[config.mk]
export PLATFORM = sky130hd
export DESIGN_NAME = sma_window_flat
export DESIGN_NICKNAME = d
export VERILOG_FILES = /design/src/rtl/sma_window_if.sv /design/src/rtl/sma_window.sv /design/src/flat_wrapper.sv
export SDC_FILE = /design/constraint.sdc
export NUM_CORES = 1
export LEC_CHECK = 0
export BUFFER_PORTS_ARGS = -buffer_cell sky130_fd_sc_hd__buf_4
export CORE_MARGIN = 8
export CORE_UTILIZATION = 55
export DETAILED_ROUTE_END_ITERATION = 12
export GPL_TIMING_DRIVEN = 0
export PLACE_DENSITY = 0.85
export SETUP_SLACK_MARGIN = 0.1
export SLEW_MARGIN = 5
export SYNTH_ARGS = -nofsm -noshare
export SYNTH_HDL_FRONTEND = slang
export SYNTH_SLANG_ARGS = --single-unit
[constraint.sdc]
create_clock -name clk -period 3.58 [get_ports clk]
set_input_delay 0.895 -clock clk [delete_from_list [all_inputs] [get_ports clk]]
set_output_delay 0.895 -clock clk [all_outputs]
set_load 0.05 [all_outputs]
[src/rtl/sma_window_if.sv]
// Sample stream bundle for sma_window: flush/in_valid/x towards the filter,
// out_valid/y/primed back from it.
interface sma_window_if #(
   parameter int DATA_W = 16
);
   logic                     flush;
   logic                     in_valid;
   logic signed [DATA_W-1:0] x;
   logic                     out_valid;
   logic signed [DATA_W-1:0] y;
   logic                     primed;

   modport master (output flush, in_valid, x, input out_valid, y, primed);
   modport slave  (input flush, in_valid, x, output out_valid, y, primed);
endinterface

[src/rtl/sma_window.sv]
// Simple moving average over the last 2^LOG2_DEPTH signed samples, latency 1.
// Optional rounding of the average selected by macro SMA_WINDOW_ROUND_EN (floor when undefined).
module sma_window #(
   parameter int DATA_W     = 16,
   parameter int LOG2_DEPTH = 2
) (
   input  logic         clk,
   input  logic         rst,
   sma_window_if.slave  bus
);
   localparam int N     = 1 << LOG2_DEPTH;
   localparam int SUM_W = DATA_W + LOG2_DEPTH;
   localparam int CNT_W = LOG2_DEPTH + 1;

   logic signed [DATA_W-1:0] samples [N];
   logic [LOG2_DEPTH-1:0]    wr_ptr_q, wr_ptr_d;
   logic signed [SUM_W-1:0]  sum_q, sum_d, sum_upd, x_ext, old_ext;
   logic [CNT_W-1:0]         fill_q, fill_d;
   logic                     primed_q, primed_d;
   logic                     out_valid_q, out_valid_d;
   logic signed [DATA_W-1:0] y_q, y_d, avg;
   logic signed [DATA_W-1:0] oldest;
   logic                     accept;

   assign accept  = bus.in_valid && !bus.flush;
   assign oldest  = samples[wr_ptr_q];
   assign x_ext   = {{LOG2_DEPTH{bus.x[DATA_W-1]}}, bus.x};
   assign old_ext = {{LOG2_DEPTH{oldest[DATA_W-1]}}, oldest};
   // The slot being overwritten leaves the sum as the new sample enters it.
   assign sum_upd = sum_q + x_ext - old_ext;

`ifdef SMA_WINDOW_ROUND_EN
   localparam logic signed [SUM_W:0] HALF = (SUM_W+1)'(N / 2);
   logic signed [SUM_W:0] rnd_sum, rnd_shift;
   assign rnd_sum   = {sum_upd[SUM_W-1], sum_upd} + HALF;
   assign rnd_shift = rnd_sum >>> LOG2_DEPTH;
   assign avg       = rnd_shift[DATA_W-1:0];
`else
   logic signed [SUM_W-1:0] sum_shift;
   assign sum_shift = sum_upd >>> LOG2_DEPTH;
   assign avg       = sum_shift[DATA_W-1:0];
`endif

   for (genvar gi = 0; gi < N; gi++) begin : g_slot
      logic signed [DATA_W-1:0] slot_q, slot_d;

      always_comb begin
         slot_d = slot_q;
         if (bus.flush)
            slot_d = '0;
         else if (bus.in_valid && wr_ptr_q == LOG2_DEPTH'(gi))
            slot_d = bus.x;
      end

      always_ff @(posedge clk) begin
         if (!rst)
            slot_q <= '0;
         else
            slot_q <= slot_d;
      end

      assign samples[gi] = slot_q;
   end

   always_comb begin
      wr_ptr_d    = wr_ptr_q;
      sum_d       = sum_q;
      fill_d      = fill_q;
      y_d         = y_q;
      out_valid_d = 1'b0;
      if (bus.flush) begin
         wr_ptr_d = '0;
         sum_d    = '0;
         fill_d   = '0;
      end else if (accept) begin
         wr_ptr_d    = wr_ptr_q + LOG2_DEPTH'(1);
         sum_d       = sum_upd;
         y_d         = avg;
         out_valid_d = 1'b1;
         if (fill_q != CNT_W'(N))
            fill_d = fill_q + CNT_W'(1);
      end
      // Fill only saturates and clears together with primed, so this is sticky.
      primed_d = (fill_d == CNT_W'(N));
   end

   always_ff @(posedge clk) begin
      if (!rst) begin
         wr_ptr_q    <= '0;
         sum_q       <= '0;
         fill_q      <= '0;
         primed_q    <= 1'b0;
         out_valid_q <= 1'b0;
         y_q         <= '0;
      end else begin
         wr_ptr_q    <= wr_ptr_d;
         sum_q       <= sum_d;
         fill_q      <= fill_d;
         primed_q    <= primed_d;
         out_valid_q <= out_valid_d;
         y_q         <= y_d;
      end
   end

   assign bus.out_valid = out_valid_q;
   assign bus.y         = y_q;
   assign bus.primed    = primed_q;
endmodule

[src/flat_wrapper.sv]
// flat-port wrapper written by rule: the top's interface ports become plain ports
module sma_window_flat 
#(
   parameter int DATA_W     = 16,
   parameter int LOG2_DEPTH = 2
)
  (clk, rst, bus_flush, bus_in_valid, bus_x, bus_out_valid, bus_y, bus_primed);
  sma_window_if #(.DATA_W(DATA_W)) bus_i ();
  input  logic clk;
  input  logic rst;
  input wire logic [$bits(bus_i.flush)-1:0] bus_flush;
  input wire logic [$bits(bus_i.in_valid)-1:0] bus_in_valid;
  input wire logic [$bits(bus_i.x)-1:0] bus_x;
  output wire logic [$bits(bus_i.out_valid)-1:0] bus_out_valid;
  output wire logic [$bits(bus_i.y)-1:0] bus_y;
  output wire logic [$bits(bus_i.primed)-1:0] bus_primed;
  assign bus_i.flush = bus_flush;
  assign bus_i.in_valid = bus_in_valid;
  assign bus_i.x = bus_x;
  assign bus_out_valid = bus_i.out_valid;
  assign bus_y = bus_i.y;
  assign bus_primed = bus_i.primed;
  sma_window #(.DATA_W(DATA_W), .LOG2_DEPTH(LOG2_DEPTH)) u_core (.clk(clk), .rst(rst), .bus(bus_i));
endmodule
### Word-level counts from Yosys, hierarchy flattened

Index checks and enable logic that the tools add are counted.

| word-level totals | value |
|---|---|
| register bits | 105 |
| input bits | 20 |

| operators by class | value |
|---|---|
| add/sub/neg operators | 4 |
| order comparisons | 1 |
| eq/ne operators | 5 |
| multiplexer cells | 7 |
| bitwise operators | 3 |
| reduce and logical (&&, ||, !) cells | 9 |

Operator list:

| cell | number |
|---|---|
| $bmux 16 s2 | 1 |
| $mux 16 | 2 |
| $add 18x16->18 | 1 |
| $sub 18x16->18 | 1 |
| $mux 3 | 3 |
| $logic_and 1x1->1 | 5 |
| $eq 2x2->1 const B | 2 |
| $add 3x1->3 const B | 1 |
| $eq 3x3->1 const B | 1 |
| $ge 3x3->1 const B | 1 |
| $ne 3x3->1 const B | 1 |
| $not 2->3 | 1 |
| $add 2x1->2 const B | 1 |
| $eq 2x1->1 const B | 1 |
| $logic_not 2->1 | 1 |
| $not 1->1 | 2 |
| $reduce_and 2->1 | 1 |
| $reduce_or 2->1 | 1 |
| $logic_not 1->1 | 1 |
| $mux 1 | 1 |

### Depth between registers and ports, before layout

Gate-level depths: netlist (run 1).

| depth | value |
|---|---|
| depth in word-level cells | 5 |
| mapped depth | 13 |
| mapped depth without buffers | 12 |

### Worst setup path after synthesis (run 1)

No wires, ideal clock.

| timing | value |
|---|---|
| path type | reg2reg |
| start | register u_core.wr_ptr_q[0] |
| end | register u_core.y_q[14] (netlist: u_core.bus.y[14]) |
| library setup time | 0.122 ns |
| data arrival time | 3.584 ns |
| data required time | 3.458 ns |
| setup slack | -0.126 ns |
| cell stages (with the launch flop) | 14 |
| buffers on the path | 3 |
| period minus slack after synthesis | 3.706 ns |
| cell sequence | dfxtp_1 > buf_2 > buf_2 > mux4_2 > fa_1 > inv_1 > ha_1 > buf_2 > a21oi_1 > o21ai_1 > or3_1 > o21ba_2 > mux2i_1 > a311o_1 |

| on the way | value |
|---|---|
| longest elaborated chain between the ends | 5 |

RTL lines:

| what | RTL line | text |
|---|---|---|
| from (decl) | sma_window.sv:16 | `logic [LOG2_DEPTH-1:0] wr_ptr_q, wr_ptr_d;` |
| from (signal assigned) | sma_window.sv:96 | `wr_ptr_q <= wr_ptr_d;` |
| $not 2->3 (implied by the code) | sma_window.sv:26 | `assign oldest = samples[wr_ptr_q];` |
| $bmux 16 s2 | sma_window.sv:26 |  |
| $mux 16 (implied by the code) (2 in a row) | sma_window.sv:26 |  |
| $sub 18x16->18 | sma_window.sv:30 | `assign sum_upd = sum_q + x_ext - old_ext;` |
| to (signal assigned) | sma_window.sv:101 | `y_q <= y_d;` |
| to (decl) | sma_window.sv:21 | `logic signed [DATA_W-1:0] y_q, y_d, avg;` |

Every way passes these cells. The select of a mux whose other input is x is not followed.
A chain may end at the register's enable or synchronous reset.

### Final worst setup path (run 1)

| timing | value |
|---|---|
| start | register u_core.wr_ptr_q[0] |
| end | register u_core.y_q[13] (netlist: u_core.bus.y[13]) |

The elaborated chain is that of the path after synthesis.

==> results.txt, run 1 <==
The area added between synthesis and finish came out at 21.0%. 0 antenna diodes ended up in the layout. The number of clock sinks came out at 105. The design draws 0.00317 W.

The initial antenna violation count is 0. The root buffer selected by CTS is sky130_fd_sc_hd__clkbuf_8. The minimum period implied by the final worst setup slack is 3.56 ns. The core region area came out at 10200 sq um. The highest-delay cell along the critical path is sky130_fd_sc_hd__mux4_2. The die area came out at 13900 sq um. The count of input and output buffers is 35. The post-synthesis instance area came out at 5690 sq um. The die is 118 um wide. In the synthesized netlist the dominant register cell turns out to be sky130_fd_sc_hd__dfxtp_1. The average vias per placed instance is 6.01. Dividing total power by cell area gives a power density of 461 nW/um^2. Across the routed clock network, the largest skew measured is 0.0133 ns. The worst ir drop on vdd is 248 uV. When the netlist entered floorplanning its net count stood at 744. The startpoint of the most critical register-to-register path is u_core.wr_ptr_q[0]$_SDFFE_PP0P_. The count of max-cap constraint violations is 0. The first routing iteration left 543 violations. The yosys synthesis warning count came out at 0. The worst path uses 99.5% of the clock period. The setup-violating endpoint count in the final report came out at 0.

The overall fraction of global-route tracks in use is 23.1%. sky130_fd_sc_hd__dfxtp_1 takes more of the synthesized area than any other cell. The total clock buffers created by CTS is 9.

The worst pin sits at a relative slew slack of 45.6%. The total grt overflow came out at 0. The final count of hold timing violations came out at 0. In this run the most critical hold path is launched from u_core.bus.y[1]$_SDFFE_PN0P_. Ranked by total cell area, the synthesized netlist is headed by sky130_fd_sc_hd__dfxtp_1 37%, sky130_fd_sc_hd__nand2_1 11%, sky130_fd_sc_hd__a21oi_1 7.7%.

The clock-pin slew on the worst setup and hold paths is 0.11 ns. Among all cell types in the netlist, the one instantiated most often is sky130_fd_sc_hd__nand2_1. Once detail routing completed, the nets flagged for antenna violations numbered 0.

The flow ran to the end, and the final reports show no timing, DRC or antenna violations. The clock tree buffer depth is 2. The setup slack of the worst register-to-register path came out at 0.02 ns. Setup repair after global routing could not meet its margin everywhere. The cell depth of the worst min-delay path came out at 2. The critical path startpoint category is a flip-flop. The top-level port count is 38. In this design, the critical path's most frequently occurring cell is sky130_fd_sc_hd__buf_4. After synthesis, the most frequently instantiated cells are 168 x sky130_fd_sc_hd__nand2_1, 105 x sky130_fd_sc_hd__dfxtp_1, 87 x sky130_fd_sc_hd__a21oi_1. The worst hold-check path type is flip-flop to flip-flop. The placed standard-cell area is 6140 sq um.

The number of max-slew violations in the final report is 0. The biggest cell delay along the critical path came out at 0.53 ns. Data on the critical path arrives at its endpoint at 3.83 ns.

STA classifies the critical path endpoint as a flip-flop. For this run, the post-layout net count is 817. The proportion of synthesized chip area in sequential cells came out at 36.9%. Of all flip-flops after synthesis, the portion carrying an async set or reset was 0%. The routability congestion estimate from global placement is 0.918. The number of global-route vias before repair is 5515. The height of the die is 118 um.

TritonCTS built the clock tree. The number of vias in the routed layout came out at 5383. The largest net degree at the start of global routing is 20. The area share of the largest cell type after synthesis came out at 36.9%.

The post-detailed-route DRC marker count came out at 0. The path with the worst hold slack has its endpoint at u_core.bus.y[1]$_SDFFE_PN0P_. For this run, the share of the core covered by cells in the final layout is 67.6%. The count of cells along the worst register-to-register path came out at 14. The CTS H-tree depth came out at 3. Of all nets on the critical path, the largest fanout is 6. For the pin with the worst max-slew slack, the measured transition is 0.812 ns.

The number of fill cells in the layout is 739. The wire length of the first global-routing pass is 26.6 mm. The worst setup timing slack at the placement stage came out at -0.409 ns. The wire-length estimate of the detail-placed layout is 11.3 mm. The synthesized instance count is 682.

Walking the worst path, the cells encountered are buf_8 -> buf_4 -> buf_4 -> mux4_2 -> fa_1 -> inv_1 -> ha_4 -> o21ai_1 -> nor2_2 -> o41ai_4 -> buf_4 -> o32ai_4 -> mux2i_1 -> o311ai_1. The class of the most critical setup path is flip-flop to flip-flop. The site row count came out at 37. In the final routed layout, each cell accounts on average for 18.7 um. The maximum achievable frequency is 281 MHz. The count of distinct cell types in the synthesized netlist is 55. The worst register-to-register path ends at u_core.bus.y[13]$_SDFFE_PN0P_.

The synthesized flop and latch total is 105. The worst path meets setup with 0.0173 ns of slack. The cell leakage power came out at 2.73 nW. The worst endpoint required time came out at 3.84 ns. The number of synthesized flops with an enable pin is 0. The total detailed-routing wirelength is 16.8 mm. The share of post-route cells with drive strength above 1 came out at 21.2%. The effective utilization at floorplan is 55.9%. The post-layout instance area came out at 6890 sq um.

The clock insertion delay at the later pin of the skew report came out at 0.38 ns. The number of search-and-repair iterations in the first detailed-routing pass came out at 5. The average size of a mapped cell came out at 8.35 sq um.
## where the power goes
group,switching (W),internal [W]
clock network,0.000458,0.000268
registers,0.0000308,0.00122
logic,0.000681,0.000514
## critical path: cells and delay by family, from the launching register on
kind / cells / cell delay [ns]
flops: 1 / 0.37
compound gates: 4 / 0.66
fa+ha+maj: 2 / 0.79
mux: 2 / 0.81
buf+inv: 5 / 0.59
simple gates: 1 / 0.21
## routing by layer
layer / share of wire, % / GRT usage [%] / routed length [um] / up-vias
li1: - / - / - / 2419
met1: 38 / 27.0 / 6360 / 2596
met2: 51 / 40.5 / 8530 / 299
met3: 7.3 / 3.55 / 1220 / 69
met4: 3.9 / 11.2 / 657 / 0
met5: 0 / 0 / 0 / -
## stage by stage
stage,instances,setup TNS [ns],hold WS [ns]
finish,896,0,0.461
global route,896,-0.158,0.481
CTS,886,0,0.458
detailed placement,853,-3.43,0.443
global placement,853,-1.99,0.433
floorplan,682,0,0.422
## what timing repair did
item                                    4_1_cts  5_1_grt
resized for setup                            45       35
pin swaps                                    23       28
endpoints found under the setup margin       18       19
buffers inserted                             18       12
hold buffers                                  0        0
## worst max-delay path by stage
stage          slack [ns]                            start  cells after the start                       endpoint
3_5_place_dp        -0.41  u_core.wr_ptr_q[1]$_SDFFE_PP0P_                     12  u_core.bus.y[14]$_SDFFE_PN0P_
6_report             0.02  u_core.wr_ptr_q[0]$_SDFFE_PP0P_                     14  u_core.bus.y[13]$_SDFFE_PN0P_
2_1_floorplan        0.10  u_core.wr_ptr_q[1]$_SDFFE_PP0P_                     13  u_core.bus.y[14]$_SDFFE_PN0P_
4_1_cts              0.10  u_core.wr_ptr_q[0]$_SDFFE_PP0P_                     14  u_core.sum_q[17]$_SDFFE_PP0P_
5_1_grt             -0.04  u_core.wr_ptr_q[0]$_SDFFE_PP0P_                     14  u_core.bus.y[13]$_SDFFE_PN0P_
3_3_place_gp        -0.32  u_core.wr_ptr_q[1]$_SDFFE_PP0P_                     13  u_core.bus.y[14]$_SDFFE_PN0P_
## registers in the layout, summed over array words and instances (netlist names)
| name | cells |
|---|---|
| u_core.sum_q | 18 |
| u_core.fill_q | 3 |
| u_core.bus.y | 16 |
| u_core.wr_ptr_q | 2 |
| u_core.g_slot.slot_q | 64 |
| u_core.bus.out_valid | 1 |
| u_core.bus.primed | 1 |
## cell type report
cell class,instances,area [sq um],area share (%)
buffer,36,195,2.83
clock buffer,9,124,1.80
clock inverter,7,62.6,0.908
inverter,76,285,4.14
multi-input combinational,462,3430,49.8
sequential,105,2100,30.5
tap,136,170,2.47
timing repair buffer,65,514,7.47
## placed cells by master, fill, tap and decap left out, drive strengths merged, types with 2 or more instances in the layout
cell type	netlist	layout
nor4	2	2
nor3	5	5
a21o	7	7
nor4b	2	2
a31oi	8	8
fa	17	17
mux2i	10	10
inv	75	78
or3	5	5
buf	10	75
mux4	16	16
nand2	168	168
xor2	2	2
nand2b	5	5
ha	25	25
nand4	6	6
o41ai	3	3
clkbuf	29	35
o41a	2	2
o21a	6	6
nand3	8	8
a211o	3	3
a21oi	88	88
dfxtp	105	105
nor2	25	25
clkinv	1	5
xnor2	4	4
and3	6	6
a311o	2	2
a211oi	5	5
o21ai	15	15
and2	4	4
## kinds of logic (layout without fill, tap and decap cells)
group,after synthesis,after routing,share of synthesized area [%]
simple gates,239,239,17.8
xor+xnor,6,6,0.923
buf+inv,115,193,7.91
mux,27,27,8.35
flops,105,105,36.9
fa+ha+maj,42,42,11.5
compound gates,148,148,16.6
Note: power is estimated with default switching activity, not from simulation.
==> run 2: changes to the inputs <==
--- a/config.mk
+++ b/config.mk
@@ -11,6 +11,7 @@
 export DETAILED_ROUTE_END_ITERATION = 12
 export GPL_TIMING_DRIVEN = 0
 export PLACE_DENSITY = 0.85
+export REMOVE_ABC_BUFFERS = 1
 export SETUP_SLACK_MARGIN = 0.1
 export SLEW_MARGIN = 5
 export SYNTH_ARGS = -nofsm -noshare
==> constraint.sdc (replaced) <==
create_clock -name clk -period 3.58 [get_ports clk]
set_input_delay 0.895 -clock clk [delete_from_list [all_inputs] [get_ports clk]]
set_output_delay 0.895 -clock clk [all_outputs]
set_load 0.005 [all_outputs]
==> results.txt, run 2 (synthesis gave the netlist of run 1 again) <==
The clock insertion delay at the later pin of the skew report came out at 0.38 ns (about the same). Compared with the post-synthesis result, the final layout area differs by 14.0%. The buffer and inverter count on the worst path is 3 (-2).

The number of max-slew violations in the final report is 0 (unchanged). The site row count came out at 37 (unchanged). The largest clock skew in the final design came out at 0.0103 ns (-0.00301 ns). The part of the cycle the worst path needs was 97.1% (-2.4 points). The count of input and output buffers came to 37 (+5.7%). The register with the highest flop count is u_core.g_slot.slot_q. The largest individual stage delay along the critical path comes from the cell sky130_fd_sc_hd__mux4_2. Setup repair after global routing could not meet its margin everywhere. The core region area came out at 10200 sq um (unchanged). The top-level port count is 38 (unchanged). The chip width is 118 um (unchanged). The worst ir drop on vdd came out at 229 uV (-7.5%). The slew of the pin with the lowest slew margin is 1.08 ns (+0.263 ns). The hold slack came out at 0.455 ns (-0.00618 ns). Among the stages of the critical path, the cell type that occurs most often is sky130_fd_sc_hd__a21o_1. The height of the die is 118 um (unchanged). Grouping stages by cell kind, the critical path spends the most delay in compound AO/OA/AOI/OAI gates. The power per cell area came out at 448 nW/um^2 (-2.9%).

The total inserted antenna cells is 0 (unchanged). Leaving out fill and tap cells, the most frequent cells in the layout are 168 x sky130_fd_sc_hd__nand2_1, 103 x sky130_fd_sc_hd__dfxtp_1, 83 x sky130_fd_sc_hd__a21oi_1. The initial antenna violation count is 0 (unchanged).

The total detailed-routing wirelength came out at 14.7 mm (-12%). The final setup TNS is 0 ns (unchanged). The count of max-cap constraint violations came out at 0 (unchanged). In this run the clock root is driven by a sky130_fd_sc_hd__clkbuf_8.

The total instance count after detailed placement is 816 (-4.3%). The number of vias in the routed layout was 5001 (-7.1%). The clock tree buffer depth was 2 (unchanged). The wire length of the first global-routing pass came out at 23.2 mm (-13%). The post-detailed-route DRC marker count came to 0 (unchanged). The share of post-route cells with drive strength above 1 is 17.6% (-3.6 points). The number of search-and-repair iterations in the first detailed-routing pass is 7 (+2). The relative slew slack is 28.3% (-17 points). The die area came to 13900 sq um (unchanged). The leading cell type in the layout, fill and taps excluded is sky130_fd_sc_hd__nand2_1. The data arrival at the endpoint of the critical path is 3.75 ns (-0.08 ns). The final count of hold timing violations was 0 (unchanged). The post-layout worst setup margin came out at 0.103 ns (+0.0858 ns). The starting DRC count in detailed routing came to 460 (-15%). Walking the worst path, the cells encountered are buf_6 -> buf_12 -> mux4_2 -> fa_1 -> inv_1 -> ha_2 -> a21o_1 -> a21o_1 -> o21ai_1 -> a21oi_2 -> mux2_4 -> a311o_1. The largest net degree at the start of global routing is 81 (+310%). The CTS H-tree depth came out at 3 (unchanged). The CTS tree is yes. The flow ran to the end, and the final reports show no timing, DRC or antenna violations. The worst setup timing slack at the placement stage came out at -0.911 ns (-0.502 ns). The setup-violating endpoint count in the final report is 0 (unchanged). The post-route core utilization came out at 63.7% (-3.9 points). The number of fill cells in the layout came out at 771 (+4.3%). The maximum achievable frequency came out at 288 MHz (+2.5%).

The number of hold buffers added after CTS is 0 (unchanged). The worst endpoint required time is 3.85 ns (about the same). The minimum period implied by the final worst setup slack is 3.48 ns (-0.0858 ns). The post-layout instance count excluding filler cells came to 846 (-5.6%).

The number of global-route vias before repair was 4880 (-12%). The average vias per placed instance is 5.91 (-1.6%). The setup path with the least slack is of type flip-flop to flip-flop. The biggest fanout along the worst timing path is 8 (+2). The total number of nets in the final design came to 767 (-6.1%). The routability congestion estimate from global placement came out at 0.884 (-3.7%). The worst hold-check path type is flip-flop to flip-flop.

The overall fraction of global-route tracks in use came out at 20.1% (-3.0 points). The final antenna-violating net count is 0 (unchanged). The worst setup path is captured at a flip-flop.

The effective utilization at floorplan is 55.9% (unchanged). The number of clock sinks is 105 (unchanged). The total clock buffers created by CTS came out at 9 (unchanged). The biggest cell delay along the critical path is 0.51 ns (-0.02 ns). The total grt overflow is 0 (unchanged). The clock-pin slew on the worst setup and hold paths is 0.11 ns (about the same).

The HPWL after detailed placement is 9.46 mm (-16%). The routed wirelength normalized by instance count is 17.4 um (-7.2%). STA classifies the critical path startpoint as a flip-flop. The flip-flop count of the largest register, all copies and words added came to 64 (unchanged).

The cell leakage power came out at 2.57 nW (-5.8%).
==> run 2: per-layer routing <==
metal  track usage [%]  share of wire (%)
met5                 0                  0
met4              8.49                3.1
met3              3.21                6.3
met2              35.5                 51
met1              23.5                 40
==> run 2: final cells by class <==
type	count	area [sq um]	area share, %
inverter	76	285	4.39
tap	136	170	2.62
clock buffer	10	138	2.12
timing repair buffer	51	407	6.26
sequential	105	2110	32.5
clock inverter	6	61.3	0.944
multi-input combinational	462	3320	51.2
==> run 2: worst min-delay path, cell delays in order, from the launching register on <==
cell and delay, ns:
sky130_fd_sc_hd__dfxtp_1 0.32, sky130_fd_sc_hd__nand2_1 0.05, sky130_fd_sc_hd__nand2_1 0.05
==> run 2: repair_timing <==
action,CTS,global route
pin swaps,3,13
buffers inserted,7,7
endpoints found under the setup margin,30,20
gates resized for setup,11,30
==> run 2: path summary, 6_finish.rpt <==
check | start | end | slack [ns] | depth (start not counted)
hold / removal | u_core.sum_q[5]$_SDFFE_PP0P_ | u_core.sum_q[5]$_SDFFE_PP0P_ | 0.46 | 2
hold reg to reg | u_core.sum_q[5]$_SDFFE_PP0P_ | u_core.sum_q[5]$_SDFFE_PP0P_ | 0.46 | 2
setup / recovery | u_core.wr_ptr_q[0]$_SDFFE_PP0P_ | u_core.bus.y[8]$_SDFFE_PN0P_ | 0.10 | 12
setup reg to reg | u_core.wr_ptr_q[0]$_SDFFE_PP0P_ | u_core.bus.y[8]$_SDFFE_PN0P_ | 0.10 | 12
==> run 2: through the flow <==
stage	power, W	area (sq um)
floorplan	0.00180	5530
global placement	0.00198	5970
detailed placement	0.00202	5980
CTS	0.00277	6270
global route	0.00303	6490
finish	0.00291	6490
==> run 2: where the power goes <==
part           switching [W]  internal [W]  leakage (nW)
logic               0.000510      0.000404          1.62
registers          0.0000318       0.00122         0.853
clock network       0.000452      0.000288        0.0978
